==> src/rtl/mips_pkg.sv <==
`default_nettype none
// ============================================================================
//  Module      : mips_pkg
//  Description : Shared definitions for the multi-cycle shifter.
//                Provides the shift-operation enum, the shifter state enum
//                and the default datapath width constants.
//  Ports       : none (package)
//  Revision    : 1.0 - initial release
// ============================================================================
package mips_pkg;

    localparam int c_width   = 32;
    localparam int c_shamt_w = 5;

    typedef enum logic [1:0] {
        SH_SRL = 2'd0,
        SH_SRA = 2'd1,
        SH_SLL = 2'd2
    } shift_op_e;

    typedef enum logic [1:0] {
        ST_IDLE  = 2'd0,
        ST_SHIFT = 2'd1,
        ST_DONE  = 2'd2
    } state_e;

endpackage
`default_nettype wire

==> src/rtl/shift_step.sv <==
`default_nettype none
// ============================================================================
//  Module      : shift_step
//  Description : Combinational single-step shifter. Shifts 'work' by 's'
//                bits, right with 'fill' replicated into the vacated MSBs,
//                or (only when SHIFT_LEFT_EN is defined) left with zero fill
//                when 'dir' is 1.
//  Ports       : work      in  WIDTH    current working value
//                s         in  SHAMT_W  bits to shift this step
//                fill      in  1        bit shifted in on right shifts
//                dir       in  1        1 = left (SHIFT_LEFT_EN builds only)
//                work_next out WIDTH    shifted value
//  Config      : SHIFT_LEFT_EN - builds the left-shift path
//  Revision    : 1.0 - initial release
// ============================================================================
module shift_step #(
    parameter int WIDTH   = 32,
    parameter int SHAMT_W = 5
) (
    input  logic [WIDTH-1:0]   work,
    input  logic [SHAMT_W-1:0] s,
    input  logic               fill,
    input  logic               dir,
    output logic [WIDTH-1:0]   work_next
);

    logic [WIDTH-1:0] w_right;

    // Logical shift, then OR ones into the vacated top bits for sign fill.
    assign w_right = (work >> s) | (fill ? ~({WIDTH{1'b1}} >> s) : '0);

`ifdef SHIFT_LEFT_EN
    assign work_next = dir ? (work << s) : w_right;
`else
    logic w_unused_dir;
    assign w_unused_dir = dir;
    assign work_next    = w_right;
`endif

endmodule
`default_nettype wire

==> src/rtl/shift_right_seq.sv <==
`default_nettype none
// ============================================================================
//  Module      : shift_right_seq
//  Description : Multi-cycle logical/arithmetic right shifter with a
//                start/done handshake. Shifts STEP bits per clock; the
//                result is held from done until the next accepted start.
//  Ports       : clk      in   1        clock, rising edge
//                rst_n    in   1        asynchronous active-low reset
//                start    in   1        request, sampled only in IDLE
//                data_in  in   WIDTH    operand, captured on accept
//                shamt    in   SHAMT_W  shift amount, captured on accept
//                arith    in   1        1 = sign fill, 0 = zero fill
//                dir      in   1        1 = left (SHIFT_LEFT_EN builds only)
//                busy     out  1        high in SHIFT and DONE
//                done     out  1        one-cycle completion pulse
//                result   out  WIDTH    shifted value
//  Config      : SHIFT_LEFT_EN - enables logical left shift via dir=1
//  Revision    : 1.0 - initial release
// ============================================================================
module shift_right_seq #(
    parameter int WIDTH   = mips_pkg::c_width,
    parameter int STEP    = 1,
    parameter int SHAMT_W = mips_pkg::c_shamt_w
) (
    input  logic               clk,
    input  logic               rst_n,
    input  logic               start,
    input  logic [WIDTH-1:0]   data_in,
    input  logic [SHAMT_W-1:0] shamt,
    input  logic               arith,
    input  logic               dir,
    output logic               busy,
    output logic               done,
    output logic [WIDTH-1:0]   result
);

    import mips_pkg::*;

    localparam logic [SHAMT_W-1:0] c_step = SHAMT_W'(STEP);

    state_e             r_state;
    state_e             w_state_next;
    logic [WIDTH-1:0]   r_work;
    logic [WIDTH-1:0]   r_result;
    logic [WIDTH-1:0]   w_work_step;
    logic [SHAMT_W-1:0] r_count;
    logic [SHAMT_W-1:0] w_s;
    shift_op_e          r_op;
    shift_op_e          w_op_in;
    logic               r_sign;
    logic               w_fill;
    logic               w_left;
    logic               w_accept;
    logic               w_last;

    // Operation decode at the accepting edge.
`ifdef SHIFT_LEFT_EN
    assign w_op_in = dir ? SH_SLL : (arith ? SH_SRA : SH_SRL);
`else
    logic w_unused_dir;
    assign w_unused_dir = dir;
    assign w_op_in      = arith ? SH_SRA : SH_SRL;
`endif

    // s = min(STEP, count); shamt < WIDTH so s never exceeds count.
    assign w_s      = (r_count < c_step) ? r_count : c_step;
    // This step consumes the whole remaining count.
    assign w_last   = (r_count == w_s);
    assign w_accept = (r_state == ST_IDLE) && start;

    // Fill uses the sign captured at accept, not the evolving work value.
    assign w_fill = (r_op == SH_SRA) && r_sign;
    assign w_left = (r_op == SH_SLL);

    shift_step #(
        .WIDTH   (WIDTH),
        .SHAMT_W (SHAMT_W)
    ) u_step (
        .work      (r_work),
        .s         (w_s),
        .fill      (w_fill),
        .dir       (w_left),
        .work_next (w_work_step)
    );

    // State register
    always_ff @(posedge clk or negedge rst_n) begin
        if (!rst_n) begin
            r_state <= ST_IDLE;
        end else begin
            r_state <= w_state_next;
        end
    end

    // Next-state logic
    always_comb begin
        w_state_next = r_state;
        case (r_state)
            ST_IDLE: begin
                if (start) begin
                    w_state_next = (shamt == '0) ? ST_DONE : ST_SHIFT;
                end
            end
            ST_SHIFT: begin
                if (w_last) begin
                    w_state_next = ST_DONE;
                end
            end
            ST_DONE: begin
                w_state_next = ST_IDLE;
            end
            default: begin
                w_state_next = ST_IDLE;
            end
        endcase
    end

    // Datapath: work register, counter, captured operation and result.
    // result is loaded only on the edge that enters DONE so it is valid
    // together with the done pulse and then held.
    always_ff @(posedge clk or negedge rst_n) begin
        if (!rst_n) begin
            r_work   <= '0;
            r_count  <= '0;
            r_result <= '0;
            r_op     <= SH_SRL;
            r_sign   <= 1'b0;
        end else if (w_accept) begin
            r_work  <= data_in;
            r_count <= shamt;
            r_sign  <= data_in[WIDTH-1];
            r_op    <= w_op_in;
            if (shamt == '0) begin
                r_result <= data_in;
            end
        end else if (r_state == ST_SHIFT) begin
            r_work  <= w_work_step;
            r_count <= r_count - w_s;
            if (w_last) begin
                r_result <= w_work_step;
            end
        end
    end

    assign busy   = (r_state == ST_SHIFT) || (r_state == ST_DONE);
    assign done   = (r_state == ST_DONE);
    assign result = r_result;

endmodule
`default_nettype wire

==> config.mk <==
export PLATFORM = sky130hd
export DESIGN_NAME = shift_right_seq
export DESIGN_NICKNAME = d
export VERILOG_FILES = /design/src/rtl/mips_pkg.sv /design/src/rtl/shift_step.sv /design/src/rtl/shift_right_seq.sv
export SDC_FILE = /design/constraint.sdc
export NUM_CORES = 1
export LEC_CHECK = 0
export CAP_MARGIN = 20
export CORE_ASPECT_RATIO = 0.6
export CORE_UTILIZATION = 68
export DETAILED_ROUTE_END_ITERATION = 7
export DONT_BUFFER_PORTS = 1
export GPL_TIMING_DRIVEN = 0
export PLACE_DENSITY = 0.86
export SYNTH_ARGS = -nofsm -noshare
export SYNTH_HDL_FRONTEND = slang
export SYNTH_SLANG_ARGS = --single-unit
==> constraint.sdc <==
create_clock -name clk -period 4.45 [get_ports clk]
set_input_delay 1.335 -clock clk [delete_from_list [all_inputs] [get_ports clk]]
set_output_delay 1.335 -clock clk [all_outputs]
set_load 0.005 [all_outputs]
==> results.txt, run 1 <==
In this run the worst path has a maximum fanout of 10. The count of buffers added on input and output ports is 0. The root buffer cell chosen for the clock tree is sky130_fd_sc_hd__clkbuf_8. The total number of cells along the worst setup path came out at 9. The slowest stage cell on the critical path is sky130_fd_sc_hd__or4_1. The area of the mapped netlist came out at 3670 um^2. The worst reg-to-reg setup slack came out at 1370 ps. The number of placement rows came out at 20. The number of maximum-capacitance constraint violations is 0. The worst register-to-register path ends at result[12]$_DFFE_PN0P_. The via count of the first global-routing pass is 2762. The largest incremental delay on the critical path is 540 ps. The post-detailed-placement half-perimeter wirelength is 5700 um.

The number of antenna violations at the first check in global routing came to 0. The first-pass detailed-route iteration total is 7. The hold-fix buffer count after cts came out at 0. The number of antenna cells inserted came out at 0. STA puts the critical path data arrival time at 3320 ps. The placed instances occupy a cell area of 3750 um^2. The critical path is of the reg -> reg type.

The placeable core region came out at 5130 um^2. The violation count after the first detailed-routing iteration is 178. The post-cts sizing count is 0. The maximum clock insertion buffer count came out at 2. The hold violation count in the final report came out at 0. The clock sink total came out at 73. The cell seen most often among critical-path stages is sky130_fd_sc_hd__buf_2. Entering global routing, the biggest net connects 74 pins. In this run the worst hold path is classified as reg -> reg. The number of remaining DRC errors is 0. Setup repair after global routing left no endpoint under its margin. STA classifies the critical path startpoint as a flop. The measured slew at the worst slew-check pin came out at 571 ps.

In the layout the commonest cells are sky130_fd_sc_hd__dfrtp_1, sky130_fd_sc_hd__mux2_2, sky130_fd_sc_hd__nor2_1. The count of antenna-violating nets left after detailed routing is 0. The flip-flop and latch count after synthesis came out at 73. The total count of max-transition violations in the final report was 0. The cell area after layout is 3950 um^2. The signal on the critical path passes through or4_1 -> buf_2 -> buf_6 -> nand2_1 -> ha_1 -> nand3b_1 -> o22ai_1 -> buf_2 -> mux2_2. The critical path ends at result[12]$_DFFE_PN0P_. The final worst-path cycle share came out at 0.693. For this run the aggregate overflow at the end of global routing stands at 0. The final estimated routing congestion in global placement is 0.815. The leakage power total is 1.68 nW. The maximum resistive drop on vdd is 0.000381 V. After synthesis, the mean cell area works out to 10.5 um^2. The multi-input combinational cells in the finished layout cover a total of 1680 um^2.

The total number of nets in the final design is 408. In this run the count of I/O pins placed on the die edge is 76. The flow ran to the end, and the final reports show no timing, DRC or antenna violations. The die extent in y is 58.9 um. The clock-pin transition on the worst setup and hold timing paths came out at 70 ps. The initial core utilization came out at 0.715.

The post-detailed-route wirelength per cell came out at 19.2 um. The required time of the critical path came out at 4690 ps. The worst clock skew on the final layout is 5.64 ps. Derived from the worst setup path, the maximum achievable clock frequency is 0.324 GHz.

TritonCTS built the clock tree. The worst register-to-register path begins at r_count[4]$_DFFE_PN0P_. The timing startpoint of the critical path is r_count[4]$_DFFE_PN0P_. The ratio of cells with drive above 1 in the final layout is 0.247. The die boundary width came out at 96.8 um.

The first global-routing pass estimated 13300 um of wire. The number of setup buffers added after CTS came out at 0. After detailed routing, the number of vias per cell comes to 6.60.

The share of the Yosys chip area taken by registers is 0.498. The buffers plus inverters on the worst setup path came out at 3. The relative max-transition margin is 0.616. Summed over all failing endpoints, the final setup total negative slack is 0 ps. The kind of cell adding the most delay to the critical path is simple AND/OR/NAND/NOR gates. The latest clock arrival within the worst-skew pair came out at 350 ps. The power per cell area came out at 760 nW/um^2. The overall track demand over capacity in global routing is 0.303. The most common library cell in the layout ignoring fill and taps is sky130_fd_sc_hd__dfrtp_1. Setup violations remaining at the end of the flow were counted as 0.

Synthesis produced a netlist whose cell count is 350. The area taken by flip-flops and latches came out at 1830 um^2. The area of the die came out at 5700 um^2. During synthesis, Yosys emitted a total of 0 warnings.

The count of vias placed by the detailed router is 2844. The H-tree generated during clock tree synthesis spans 3 levels. In this run, CTS created clock tree buffers numbering 9. Counting the fill cells in the layout gives 335. The synthesis-to-layout area growth is 7.57%.

The netlist uses 34 different library cells. Counting cells, the worst reg-to-reg path comes to 9. The post-synthesis net count came out at 397. The total routed wirelength came out at 8280 um. The final period demand of the worst path is 3080 ps. The capturing element type of the critical path is a flop.
==> synth_stat cells (all sizes together) <==
cell type / number / area, um^2
a21boi: 1 / 7.51
a21oi: 31 / 155
a221o: 1 / 10.0
a31oi: 32 / 200
and2: 1 / 6.26
and3: 1 / 6.26
buf: 12 / 78.8
clkbuf: 16 / 60.1
clkinv: 1 / 3.75
dfrtp: 73 / 1830
ha: 5 / 62.6
inv: 4 / 15.0
mux2: 62 / 698
mux2i: 2 / 20.0
nand2: 16 / 60.1
nand2b: 1 / 6.26
nand3: 6 / 30.0
nand3b: 1 / 7.51
nand4: 1 / 6.26
nor2: 36 / 135
nor2b: 1 / 6.26
nor3: 1 / 5.00
nor3b: 2 / 15.0
nor4: 1 / 12.5
o2111ai: 1 / 8.76
o21ai: 35 / 175
o22a: 1 / 8.76
o22ai: 1 / 6.26
or4: 1 / 7.51
or4b: 1 / 10.0
xnor2: 1 / 8.76
xor2: 1 / 8.76
==> registers in the layout, indices dropped and copies added, names as in the netlist <==
register  cells
r_count       5
r_op          1
r_sign        1
r_state       2
r_work       32
result       32
==> metal layers <==
metal	routed length (um)	part of all wire	GRT usage	up-vias
met3	778	0.094	0.124	18
met1	3590	0.43	0.399	1403
met2	3780	0.46	0.465	133
li1	-	-	-	1290
met4	136	0.016	0.100	0
met5	0	0	0	-
==> kinds of logic after synthesis <==
| kind of cell | after synthesis | synth area share |
|---|---|---|
| flops | 73 | 0.498 |
| simple gates | 70 | 0.0856 |
| xor+xnor | 2 | 0.00478 |
| buf+inv | 33 | 0.0430 |
| compound gates | 103 | 0.156 |
| fa+ha+maj | 5 | 0.0171 |
| mux | 64 | 0.196 |
==> worst min path at each step <==
stage / from / endpoint / slack (ps) / cells after the start
finish: r_op[0]$_DFFE_PN0P_ / r_op[0]$_DFFE_PN0P_ / 510 / 2
global route: r_op[0]$_DFFE_PN0P_ / r_op[0]$_DFFE_PN0P_ / 520 / 2
CTS: r_op[0]$_DFFE_PN0P_ / r_op[0]$_DFFE_PN0P_ / 500 / 2
detailed placement: r_sign$_DFFE_PN0P_ / r_sign$_DFFE_PN0P_ / 460 / 2
global placement: r_sign$_DFFE_PN0P_ / r_sign$_DFFE_PN0P_ / 450 / 2
floorplan: r_sign$_DFFE_PN0P_ / r_sign$_DFFE_PN0P_ / 440 / 2
==> area by class of cell <==
cell class | count | area share
clock buffer | 12 | 0.0393
multi-input combinational | 244 | 0.427
buffer | 28 | 0.0352
clock inverter | 3 | 0.0101
inverter | 5 | 0.00476
tap | 66 | 0.0209
sequential | 73 | 0.463
==> per-stage QoR <==
stage / total power [mW] / util / setup slack, ps / instances / hold slack [ps]
3_5_place_dp: 2.46 / 0.731 / 1370 / 416 / 464
3_3_place_gp: 2.39 / 0.731 / 1400 / 416 / 452
4_1_cts: 2.98 / 0.769 / 1410 / 431 / 496
5_1_grt: 3.18 / 0.769 / 1170 / 431 / 524
6_report: 3.00 / 0.769 / 1370 / 431 / 508
2_1_floorplan: 2.15 / - / 1810 / 350 / 439
==> worst reg2reg max path, cell delays in order, from the launching register on <==
cell and delay, ps:
sky130_fd_sc_hd__dfrtp_1 450, sky130_fd_sc_hd__or4_1 540, sky130_fd_sc_hd__buf_2 190, sky130_fd_sc_hd__buf_6 160, sky130_fd_sc_hd__nand2_1 90, sky130_fd_sc_hd__ha_1 150, sky130_fd_sc_hd__nand3b_1 140, sky130_fd_sc_hd__o22ai_1 490
sky130_fd_sc_hd__buf_2 370, sky130_fd_sc_hd__mux2_2 380
==> power by group <==
group / total, mW / internal (mW) / switching (mW)
clock: 0.519 / 0.285 / 0.234
sequential: 1.18 / 0.956 / 0.229
combinational: 1.30 / 0.594 / 0.701
total: 3.00 / 1.83 / 1.16
Power figures use the tool's default switching activity.
==> run 2, diff against run 1 <==
CORE_UTILIZATION = 57   (was 68)
PLACE_DENSITY = 0.77   (was 0.86)
clock period = 2.79 ns   (was 4.45 ns; I/O delays follow)
==> results.txt, run 2 (synthesis results as in run 1) <==
The number of antenna violations at the first check in global routing came out at 0 (unchanged). The routed metal-1 wire length came out at 3850 um (+7.4%). The count of antenna-violating nets left after detailed routing is 0 (unchanged). The synthesis-to-layout area growth is 11.1%. The worst setup path is launched from a flop.

The clock sink total was 73 (unchanged). TritonCTS built the clock tree. The library cells used most frequently in the layout, excluding fill and tap cells, are sky130_fd_sc_hd__dfrtp_1, sky130_fd_sc_hd__mux2_2, sky130_fd_sc_hd__nor2_1.

The timing-limited maximum frequency is 0.366 GHz (+13%). The amount of wire on met2 after detailed routing was 3750 um (-0.93%). The area of the die is 6770 um^2 (+19%). The min-delay analysis places its worst path in the category in -> async. The global-route wire length before repair is 14000 um (+5.2%). The count of input and output buffers is 0 (unchanged). The die boundary width is 106 um (+9.0%).

The count of vias placed by the detailed router came to 2785 (-2.1%). The clock buffer count from CTS is 9 (unchanged). The number of placement rows came out at 22 (+10%). The total net switching power was 1.88 mW (+62%). The total setup violations reported at the end of the flow is 0 (unchanged). The placeable core region is 6170 um^2 (+20%). The die extent in y came out at 64.1 um (+8.9%). The flow ran to the end, and the final reports show no timing, DRC or antenna violations.

The violation count after the first detailed-routing iteration came out at 242 (+36%). The library cell used most frequently in the layout, excluding fill and tap cells, is sky130_fd_sc_hd__dfrtp_1. The total count of max-transition violations in the final report was 0 (unchanged). The net switching fraction of the power is 0.375 (-0.0137). The final total negative setup slack came out at 0 ps (unchanged).

The maximum resistive drop on vdd came out at 0.000594 V (+56%). The critical path is of the reg -> reg type. The largest fanout on the critical path is 10 (unchanged). The top-level port count was 76 (unchanged).

The hold violation count in the final report was 0 (unchanged). The overall track demand over capacity in global routing came out at 0.270 (-0.0329). The via count of the first global-routing pass is 2780 (+0.65%). The leakage power total came out at 1.72 nW (+2.3%).

The number of remaining DRC errors is 0 (unchanged). In this run the top signal layer used is met4. The routed wire length on met3 came out at 790 um (+1.5%).

The maximum clock insertion buffer count is 2 (unchanged). The first-pass detailed-route iteration total is 6 (-1). The clock root buffer is sky130_fd_sc_hd__clkbuf_8. The sequential share of power is 0.376 (-0.019). The initial core utilization is 0.595 (-0.120). The post-detailed-route wirelength per cell is 18.8 um (-2.2%). The final worst-path cycle share came out at 0.979 (+0.286). The proportion of power drawn by combinational gates came to 0.411 (-0.021).

The worst clock skew on the final layout is 11.3 ps (+5.65 ps). The sum of internal, switching and leakage power came to 5.03 mW (+68%). The required time of the critical path came to 3030 ps (-1660 ps). The power per cell area is 1230 nW/um^2 (+62%). The post-detailed-placement half-perimeter wirelength was 5880 um (+3.1%). The measured slew at the worst slew-check pin came out at 543 ps (-28.0 ps).

The final period demand of the worst path came out at 2730 ps (-354 ps). The startpoint identified for the worst register-to-register timing path is r_count[4]$_DFFE_PN0P_. The final estimated routing congestion in global placement came out at 0.826 (+1.4%). The total number of nets in the final design came out at 410 (+0.49%).

The clock-pin transition on the worst setup and hold timing paths came out at 80 ps (about the same). The total internal power came to 3.15 mW (+72%). The number of antenna cells inserted is 0 (unchanged).

The routed via count divided by cell count is 6.16 (-6.6%). The number of maximum-capacitance constraint violations is 0 (unchanged). The latest clock arrival within the worst-skew pair is 350 ps (about the same).

The arrival time at the worst endpoint came out at 2970 ps (-350 ps). Setup repair after global routing could not meet its margin everywhere. The leftover overflow at the end of global routing is 0 (unchanged). STA classifies the critical path endpoint as a flop. The share of power burned in the clock network is 0.213 (+0.040).

The ratio of cells with drive above 1 in the final layout is 0.258 (+0.0116). The CTS H-tree depth came out at 3 (unchanged). The total routed wirelength came out at 8490 um (+2.5%). The worst reg-to-reg setup slack is 60 ps (-1310 ps). The pin count of the biggest net entering global routing is 74 (unchanged). The endpoint identified for the worst register-to-register timing path is result[27]$_DFFE_PN0P_. The number of cell instances on the worst register-to-register path was 9 (unchanged). The hold-fix buffer count after cts is 0 (unchanged). The relative max-transition margin came to 0.635 (+0.0188).
## run 2: worst max-delay path by stage
| stage | slack [ps] | end | from |
|---|---|---|---|
| 2_1_floorplan | 250 | result[10]$_DFFE_PN0P_ | r_count[4]$_DFFE_PN0P_ |
| 3_3_place_gp | -180 | result[29]$_DFFE_PN0P_ | r_count[4]$_DFFE_PN0P_ |
| 3_5_place_dp | -230 | result[9]$_DFFE_PN0P_ | r_count[4]$_DFFE_PN0P_ |
| 4_1_cts | -40 | result[24]$_DFFE_PN0P_ | r_count[4]$_DFFE_PN0P_ |
| 5_1_grt | -70 | result[29]$_DFFE_PN0P_ | r_count[4]$_DFFE_PN0P_ |
| 6_report | 60 | result[27]$_DFFE_PN0P_ | r_count[4]$_DFFE_PN0P_ |
## run 2: repair_timing
action | CTS | global route
gates resized for setup | 2 | 6
endpoints found under the setup margin | 30 | 29
setup buffers | 0 | 2
pin swaps | 0 | 1
## run 2: power groups by stage
stage / Sequential, mW / Clock [mW] / Combinational (mW)
floorplan: 1.79 / 0 / 1.64
CTS: 1.88 / 1.09 / 2.05
global placement: 1.86 / 0 / 1.96
global route: 1.95 / 1.14 / 2.31
finish: 1.89 / 1.07 / 2.07
detailed placement: 1.90 / 0 / 2.03
## run 2: through the flow
stage	instances	instance area (um^2)	hold slack, ps	util	setup slack, ps
2_1_floorplan	350	3670	439	-	247
3_3_place_gp	434	3770	451	0.612	-177
3_5_place_dp	434	3770	476	0.612	-226
4_1_cts	450	4050	150	0.656	-42.1
5_1_grt	452	4080	150	0.661	-66.1
6_report	452	4080	170	0.661	59.5
## run 2: area by class of cell
type	count	area, um^2
sequential	73	1830
inverter	5	18.8
timing repair buffer	2	15.0
buffer	28	150
clock inverter	4	97.6
multi-input combinational	244	1700
clock buffer	12	165
fill	503	2090
tap	84	105
## run 2: critical path, cell delays in order (launching register included)
cell and delay [ps]:
sky130_fd_sc_hd__dfrtp_1 440, sky130_fd_sc_hd__or4_1 520, sky130_fd_sc_hd__buf_2 200, sky130_fd_sc_hd__buf_6 160
sky130_fd_sc_hd__nand2_1 90, sky130_fd_sc_hd__ha_1 160, sky130_fd_sc_hd__nand3b_1 190, sky130_fd_sc_hd__o22ai_4 270
sky130_fd_sc_hd__buf_4 250, sky130_fd_sc_hd__mux2_2 350
## run 2: routing by layer
metal | up-vias | GRT usage
li1 | 1289 | -
met5 | - | 0
met1 | 1357 | 0.373
met4 | 0 | 0.0677
met3 | 15 | 0.100
met2 | 124 | 0.405
